[src/rtl/nor_arb_pkg.sv]
// Shared definitions for the shared-NOR-unit arbiter.
//   state_t      : FSM encoding (S_IDLE, S_SETTLE)
//   DEF_*        : default parameter values for the arbiter
//   onehot()     : index -> one-hot vector helper (up to MAX_N requesters)
// Optional feature macro used by the arbiter: NOR_ARB_ROUND_ROBIN_EN.
package nor_arb_pkg;

  localparam int DEF_N             = 4;
  localparam int DEF_WIDTH         = 4;
  localparam int DEF_SETTLE_CYCLES = 3;
  localparam int MAX_N             = 8;

  typedef enum logic {
    S_IDLE   = 1'b0,
    S_SETTLE = 1'b1
  } state_t;

  function automatic logic [MAX_N-1:0] onehot(input logic [2:0] idx);
    onehot      = '0;
    onehot[idx] = 1'b1;
  endfunction

endpackage

[src/rtl/rr_pick.sv]
// Combinational circular priority picker.
// Rotates req so that index ptr lands at bit 0, finds the lowest set bit,
// then rotates the found index back into the original numbering.
//   req    : request vector (N bits)
//   ptr    : index that currently has the highest priority
//   winner : chosen requester index (meaningful only when valid)
//   valid  : at least one request present
module rr_pick
  import nor_arb_pkg::*;
#(
  parameter int N  = DEF_N,
  parameter int IW = (N > 1) ? $clog2(N) : 1
) (
  input  logic [N-1:0]  req,
  input  logic [IW-1:0] ptr,
  output logic [IW-1:0] winner,
  output logic          valid
);

  logic [N-1:0]  rot;
  logic [IW-1:0] off;
  logic [IW:0]   sum;

  always_comb begin
    // Doubling the vector makes a right shift behave as a rotate.
    rot   = N'({req, req} >> ptr);
    off   = '0;
    valid = 1'b0;
    for (int i = N - 1; i >= 0; i--) begin
      if (rot[i]) begin
        off   = IW'(i);
        valid = 1'b1;
      end
    end
    sum = {1'b0, off} + {1'b0, ptr};
    if (sum >= (IW+1)'(N)) sum = sum - (IW+1)'(N);
    winner = sum[IW-1:0];
  end

endmodule

[src/rtl/nor_unit_arbiter.sv]
// Arbiter/sequencer for one shared WIDTH-bit NOR array.
// Grants the array to one of N requesters, drives that requester's operands,
// holds them for SETTLE_CYCLES cycles so the gate delays resolve, then samples
// unit_y and returns it with a one-cycle done pulse to the winner.
//
// Handshake: req is a level request. A requester is served when gnt shows its
// bit; the transaction ends with done (one cycle, same bit) and result valid
// in that cycle. req changes while busy are ignored; a req still high after
// done is a new request.
//
// Ports:
//   clk, reset      : rising-edge clock, synchronous active-high reset
//   req[N]          : level requests
//   a_in, b_in      : per-requester operands, requester i at [i*WIDTH +: WIDTH]
//   gnt[N]          : registered one-hot grant
//   done[N]         : registered one-cycle completion pulse
//   result          : last sampled NOR result
//   unit_a, unit_b  : registered operands to the shared NOR array
//   unit_y          : NOR array output
//   busy            : high while in SETTLE (also exposes the FSM state)
//
// Macro NOR_ARB_ROUND_ROBIN_EN: defined -> round-robin from ptr;
// undefined -> fixed priority, lowest index wins.
module nor_unit_arbiter
  import nor_arb_pkg::*;
#(
  parameter int N             = DEF_N,
  parameter int WIDTH         = DEF_WIDTH,
  parameter int SETTLE_CYCLES = DEF_SETTLE_CYCLES
) (
  input  logic               clk,
  input  logic               reset,
  input  logic [N-1:0]       req,
  input  logic [N*WIDTH-1:0] a_in,
  input  logic [N*WIDTH-1:0] b_in,
  output logic [N-1:0]       gnt,
  output logic [N-1:0]       done,
  output logic [WIDTH-1:0]   result,
  output logic [WIDTH-1:0]   unit_a,
  output logic [WIDTH-1:0]   unit_b,
  input  logic [WIDTH-1:0]   unit_y,
  output logic               busy
);

  localparam int IW = (N > 1) ? $clog2(N) : 1;
  localparam int CW = (SETTLE_CYCLES > 1) ? $clog2(SETTLE_CYCLES) : 1;

  state_t           state, state_n;
  logic [CW-1:0]    cnt, cnt_n;
  logic [N-1:0]     gnt_n, done_n;
  logic [WIDTH-1:0] result_n, unit_a_n, unit_b_n;
  logic [IW-1:0]    ptr;
  logic [IW-1:0]    pick;
  logic             pick_valid;

  rr_pick #(.N(N), .IW(IW)) u_pick (
    .req    (req),
    .ptr    (ptr),
    .winner (pick),
    .valid  (pick_valid)
  );

`ifdef NOR_ARB_ROUND_ROBIN_EN
  logic [IW-1:0] win;

  // The winner index is kept so the pointer can move past it on completion.
  always_ff @(posedge clk) begin
    if (reset) begin
      ptr <= '0;
      win <= '0;
    end else begin
      if (state == S_IDLE && pick_valid) win <= pick;
      if (state == S_SETTLE && cnt == '0)
        ptr <= (win == IW'(N - 1)) ? '0 : win + 1'b1;
    end
  end
`else
  assign ptr = '0;
`endif

  always_comb begin
    state_n  = state;
    cnt_n    = cnt;
    gnt_n    = gnt;
    done_n   = '0;
    result_n = result;
    unit_a_n = unit_a;
    unit_b_n = unit_b;
    case (state)
      S_IDLE: begin
        gnt_n = '0;
        if (pick_valid) begin
          unit_a_n = a_in[pick*WIDTH +: WIDTH];
          unit_b_n = b_in[pick*WIDTH +: WIDTH];
          gnt_n    = N'(onehot(3'(pick)));
          cnt_n    = CW'(SETTLE_CYCLES - 1);
          state_n  = S_SETTLE;
        end
      end
      S_SETTLE: begin
        if (cnt == '0) begin
          result_n = unit_y;
          done_n   = gnt;
          gnt_n    = '0;
          state_n  = S_IDLE;
        end else begin
          cnt_n = cnt - 1'b1;
        end
      end
      default: state_n = S_IDLE;
    endcase
  end

  always_ff @(posedge clk) begin
    if (reset) begin
      state  <= S_IDLE;
      cnt    <= '0;
      gnt    <= '0;
      done   <= '0;
      result <= '0;
      unit_a <= '0;
      unit_b <= '0;
    end else begin
      state  <= state_n;
      cnt    <= cnt_n;
      gnt    <= gnt_n;
      done   <= done_n;
      result <= result_n;
      unit_a <= unit_a_n;
      unit_b <= unit_b_n;
    end
  end

  assign busy = (state == S_SETTLE);

endmodule

[config.mk]
export PLATFORM = sky130hd
export DESIGN_NAME = nor_unit_arbiter
export DESIGN_NICKNAME = d
export VERILOG_FILES = /design/src/rtl/nor_arb_pkg.sv /design/src/rtl/rr_pick.sv /design/src/rtl/nor_unit_arbiter.sv
export SDC_FILE = /design/constraint.sdc
export NUM_CORES = 1
export LEC_CHECK = 0
export BUFFER_PORTS_ARGS = -buffer_cell sky130_fd_sc_hd__buf_4
export CAP_MARGIN = 20
export CORE_UTILIZATION = 41
export CTS_BUF_LIST = sky130_fd_sc_hd__clkbuf_16
export DETAILED_ROUTE_END_ITERATION = 6
export PLACE_DENSITY = 0.73
export SYNTH_ARGS = -nofsm -noshare
export SYNTH_HDL_FRONTEND = slang
export SYNTH_SLANG_ARGS = --single-unit
[constraint.sdc]
create_clock -name clk -period 1.5 [get_ports clk]
set_input_delay 0.075 -clock clk [delete_from_list [all_inputs] [get_ports clk]]
set_output_delay 0.075 -clock clk [all_outputs]
set_load 0.03 [all_outputs]
Word-level counts from Yosys, hierarchy flattened
Index checks and enable logic that the tools add are counted.
Cells by class
  add/sub/neg operators: 2
  $lt $le $gt $ge: 3
  eq/ne operators: 3
  shift operators: 2
  muxes and demuxes: 20
  bitwise gates (word level): 2
  reduce and logical (&&, ||, !) cells: 6
Operator list (number)
  variable part select 16 x 5 -> 4 bit: 2
  2-to-1 mux 2 bit: 7
  2-to-1 mux 4 bit: 2
  one-hot mux 4 bit (2 select lines): 1
  2-to-1 mux 1 bit: 7
  AND reduction 2 bit: 3
  less-than comparator 2 x 4 -> 1 bit (second input constant): 1
  != test 2 bit (second input constant): 2
  one-hot mux 2 bit (2 select lines): 1
  subtractor 2 x 1 -> 2 bit (second input constant): 2
  greater-or-equal comparator 2 x 3 -> 1 bit (second input constant): 1
  OR reduction 3 bit: 1
  demux 1 bit (select 2 bit): 1
  greater-or-equal comparator 2 x 1 -> 1 bit (second input constant): 1
  logical NOT 2 bit: 1
  != test 2 x 1 -> 1 bit (second input constant): 1
  inverter 1 bit: 2
  one-hot mux 1 bit (2 select lines): 1
  logical AND 1 bit: 1
Storage, ports and cells
  register bits: 23
  bits of input ports: 42

Longest topological paths before layout
  depth in word-level cells: 12
  gate-level depth with buffers: 6
  gate-level depth less buffers: 5

Cells and area by module
Synthesis repeated with hierarchy kept, for this count alone.
Second synthesis, totals
  cell total of the unflattened synthesis: 128
  area total of the unflattened synthesis: 1202.4 um^2
By module, submodules not included
  nor_unit_arbiter: times used 1, cells each 105, area each 1022.2 um^2
  rr_pick: times used 1, cells each 23, area each 180.2 um^2

Least setup slack after synthesis
OpenSTA, ideal clock, no wires.
  path kind: register to register
  from: register cnt[0]
  to: register cnt[1]
  library setup time: 70 ps
  arrival time: 1344 ps
  data required time: 1430 ps
  setup slack: 85 ps
  cell stages (with the launch flop): 7
  cell sequence: dfxtp_1 inv_1 ha_1 clkbuf_1 nand2b_1 mux2_2 a21oi_1
Between the ends
  cells in the longest elaborated chain, start to end: 3
  elaborated cells on any way between the ends: 6
Ends and longest elaborated chain
  from (decl): RTL line nor_unit_arbiter.sv:49  | logic [CW-1:0] cnt, cnt_n;
  from (signal assigned): RTL line nor_unit_arbiter.sv:125  | cnt <= cnt_n;
  subtractor 2 x 1 -> 2 bit / logical NOT 2 bit (equally long branches): RTL line nor_unit_arbiter.sv:107, nor_unit_arbiter.sv:101
  2-to-1 mux 2 bit / != test 2 bit (equally long branches)
  one-hot mux 2 bit (2 select lines) / AND reduction 2 bit (equally long branches)
Several ways; a longest one is shown, not always the timed one. The select of a mux whose other input is x is not followed.
A chain may end at the register's enable or synchronous reset.

Worst setup path after layout
Ends and elaborated chain as after synthesis.

==> impl_metrics.csv <==
group,metric,value,unit
synthesis,synth-simple-area-share,27.6,%
grt,gr-total-overflow,0,
synthesis,synthAdderAreaFrac,0.976,%
setup_path,cp_max_fo,7,
drt,ant_nets,0,
drt,viasPerCell,5.51,
setup_path,ff2ff_setup_slack,0.14,ns
run_status,violations,"DRC",
synthesis,netlist.area_leader.share,35.9,%
sta,tns,0,ns
synthesis,post-synth-top-count-cell,"a21oi_1",
final_layout,final_net_count,255,
final_layout,n_fill_cell,279,
setup_path,crit_path_top_delay_cell,"mux2_2",
clock_tree,clock-sinks,23,
drt,vias,1334,
synthesis,synth-compound-area-share,25.8,%
clock_tree,clk_pin_slew,0.06,ns
sta,worst_pin_slew,0.536,ns
sta,fin_crit_sh,90.5,%
floorplan,rows,19,
sta,finalCriticalPeriod,1.36,ns
synthesis,synth_top_family_by_area,"simple AND/OR/NAND/NOR gates",
setup_path,r2r-start,"cnt[0]",
final_layout,synthToLayoutAreaGrowth,40.9,%
setup_path,path_cells,"inv_1 > ha_2 > nand2b_1 > mux2_2 > a21oi_1",
sta,setup_slack,0.143,ns
synthesis,ys.warnings.count,0,
sta,maxSlewHeadroom,64.1,%
placed_design,portBuffers,62,
job,cap_violations,0,
power,ir_drop,0.458,mV
grt,grt_pass1_vias,1277,
min_path,hold_path.class,"input pin to register",
sta,hold_viol,0,
synthesis,synth_edf_count,0,
power,leakagePower,0.845,nW
setup_path,slowest_delay,0.35,ns
setup_path,end_kind,"register",
clock_tree,clk_latency,0.26,ns
min_path,worstHoldStart,"unit_y[2]",
synthesis,ys_seq_elements,23,
setup_path,crit_required,1.69,ns
grt,antenna_found_initial,0,
final_layout,drive_above_1_share,33.6,%
floorplan,start_util,45.0,%
final_layout,multi_input_area,711,um2
sta,clock.fmax,737,MHz
synthesis,synth_area_leaders,"dfxtp_1, a21oi_1, nand3b_1, a311oi_1, and3b_1",
synthesis,synth.distinct_cells,30,
final_layout,seqCellArea,460,um2
floorplan,fp.dieArea,3360,um2
grt,grt_usage,21.2,%
floorplan,core-area,2850,um2
setup_path,startpoint,"cnt[0]",
clock_tree,cts_tree,"built",
floorplan,io-pin-count,63,
floorplan,die_h,57.9,um
synthesis,netlist_instances,157,
clock_tree,htreeDepth,1,
sta,setup_violations,0,
floorplan,die_w,57.9,um
synthesis,synthTopCellsByCount,"a21oi_1, dfxtp_1, inv_1, nand3b_1",
drt,drt-total-wl,3.30,mm
run_status,status,"finished with violations",
clock_tree,cts_buffer_depth,2,
synthesis,synth_xor_area_share,0,%
sta,rsz0062_at_grt,"false",
synthesis,synthMuxAreaShare,0.878,%
clock_tree,cts_buffers,3,
synthesis,synthesis.nets,200,
placed_design,dpl.hpwl,2.42,mm
sta,finClkSkew,0.00190,ns
synthesis,yosysTopAreaCell,"dfxtp_1",
setup_path,crit_arrival,1.55,ns
drt,wl_per_cell,13.6,um
setup_path,criticalPathCategory,"register to register",
drt,drc,4,
setup_path,start_kind,"register",
synthesis,ys_seq_area_share,35.9,%
placed_design,dp_slack,0.100,ns
final_layout,antennaDiodeCount,0,
power,powerDensity,943,nW/um2
synthesis,async_reset_ff_share,0,%
synthesis,synthFlopType,"dfxtp_1",
synthesis,syn_area_per_cell,8.17,um2
grt,grt_pass1_wl,5.50,mm
grt,grt_max_degree,29,
drt,drt_iter0_drc,18,
sta,slew_violations,0,
drt,drt_first_pass_iters,6,
synthesis,synth_area,1280,um2
clock_tree,root_buffer,"clkbuf_16",
placed_design,finalWeightedCongestion,0.763,
## routing by layer
| layer | up-vias | wire, um | track usage [%] | share of wire, % |
|---|---|---|---|---|
| met3 | 5 | 216 | 3.79 | 6.5 |
| met2 | 53 | 1630 | 39.2 | 49 |
| met5 | - | 0 | 0 | 0 |
| met4 | 0 | 61 | 11.6 | 1.8 |
| met1 | 606 | 1400 | 22.5 | 42 |
| li1 | 670 | - | - | - |
## flip-flops by register name, indices dropped and copies added (netlist names)
| name | flops |
|---|---|
| done | 4 |
| gnt | 4 |
| result | 4 |
| unit_a | 4 |
| unit_b | 4 |
| cnt | 2 |
| busy | 1 |
## final timing paths
| path | to | cells after the start |
|---|---|---|
| max | cnt[1] | 5 |
| min | result[2] | 3 |
| max reg2reg | cnt[1] | 5 |
| min reg2reg | result[0] | 2 |
## cells in the final DEF, fill, tap and decap left out
cell       instances
a221oi_1           1
o21ai_1            1
nor2b_1            5
a2bb2oi_1          1
inv_1             11
nand2b_1           2
nand2_1            8
a311oi_1           8
a22o_1             7
dfxtp_1           23
nor4_1             1
ha_2               1
nand3_1            5
nand4b_1           1
and2_1             5
o211ai_1           1
buf_4             64
o21ai_0            8
a21oi_2            1
nor2_1             6
clkbuf_16          3
nand3b_1          10
a21oi_1           24
and2b_1            4
and3b_1            8
or4_4              1
mux2_2             1
## worst max-delay path, delay by kind of cell, from the launching register on
| kind | cells | cell delay [ns] |
|---|---|---|
| and+or+nand+nor | 1 | 0.19 |
| DFF | 1 | 0.31 |
| adders and majority gates | 1 | 0.24 |
| muxes | 1 | 0.35 |
| AOI/OAI and AO/OA | 1 | 0.13 |
| buffers and inverters | 1 | 0.07 |
## cell families (layout without fill, tap and decap cells)
logic type | after synthesis | in the layout
AOI/OAI and AO/OA | 52 | 52
adders and majority gates | 1 | 1
buffers and inverters | 24 | 78
DFF | 23 | 23
muxes | 1 | 1
and+or+nand+nor | 56 | 56
## through the flow
stage	instance area, um2	util, %	power [W]	hold WS (ns)	instances
finish	1810	63.3	0.00170	0.0867	242
global route	1810	63.3	0.00178	0.0766	242
CTS	1800	63.2	0.00171	0.0789	242
detailed placement	1730	60.5	0.00114	0.350	238
global placement	1730	60.5	0.00113	0.346	238
floorplan	1280	-	0.000958	0.223	157
## repair_timing
item	in CTS	in global routing
endpoints found under the setup margin	0	1
buffers inserted	0	0
endpoints found under the hold margin	0	0
gates resized for setup	0	1
hold buffers	0	0
## report_power, final
part	internal, W	switching, W	leakage [nW]
Clock	0.000356	0.000218	0.0423
Combinational	0.000211	0.000235	0.614
Sequential	0.000655	0.0000288	0.189
## area by class of cell
type	count	area share (%)
repair buffers	64	26.6
multi-input cells	110	39.3
clock buffers	3	4.16
well taps	31	2.15
inverters	10	2.08
clock inverters	1	0.208
flip-flops and latches	23	25.5
Note: power is estimated with default switching activity, not from simulation.
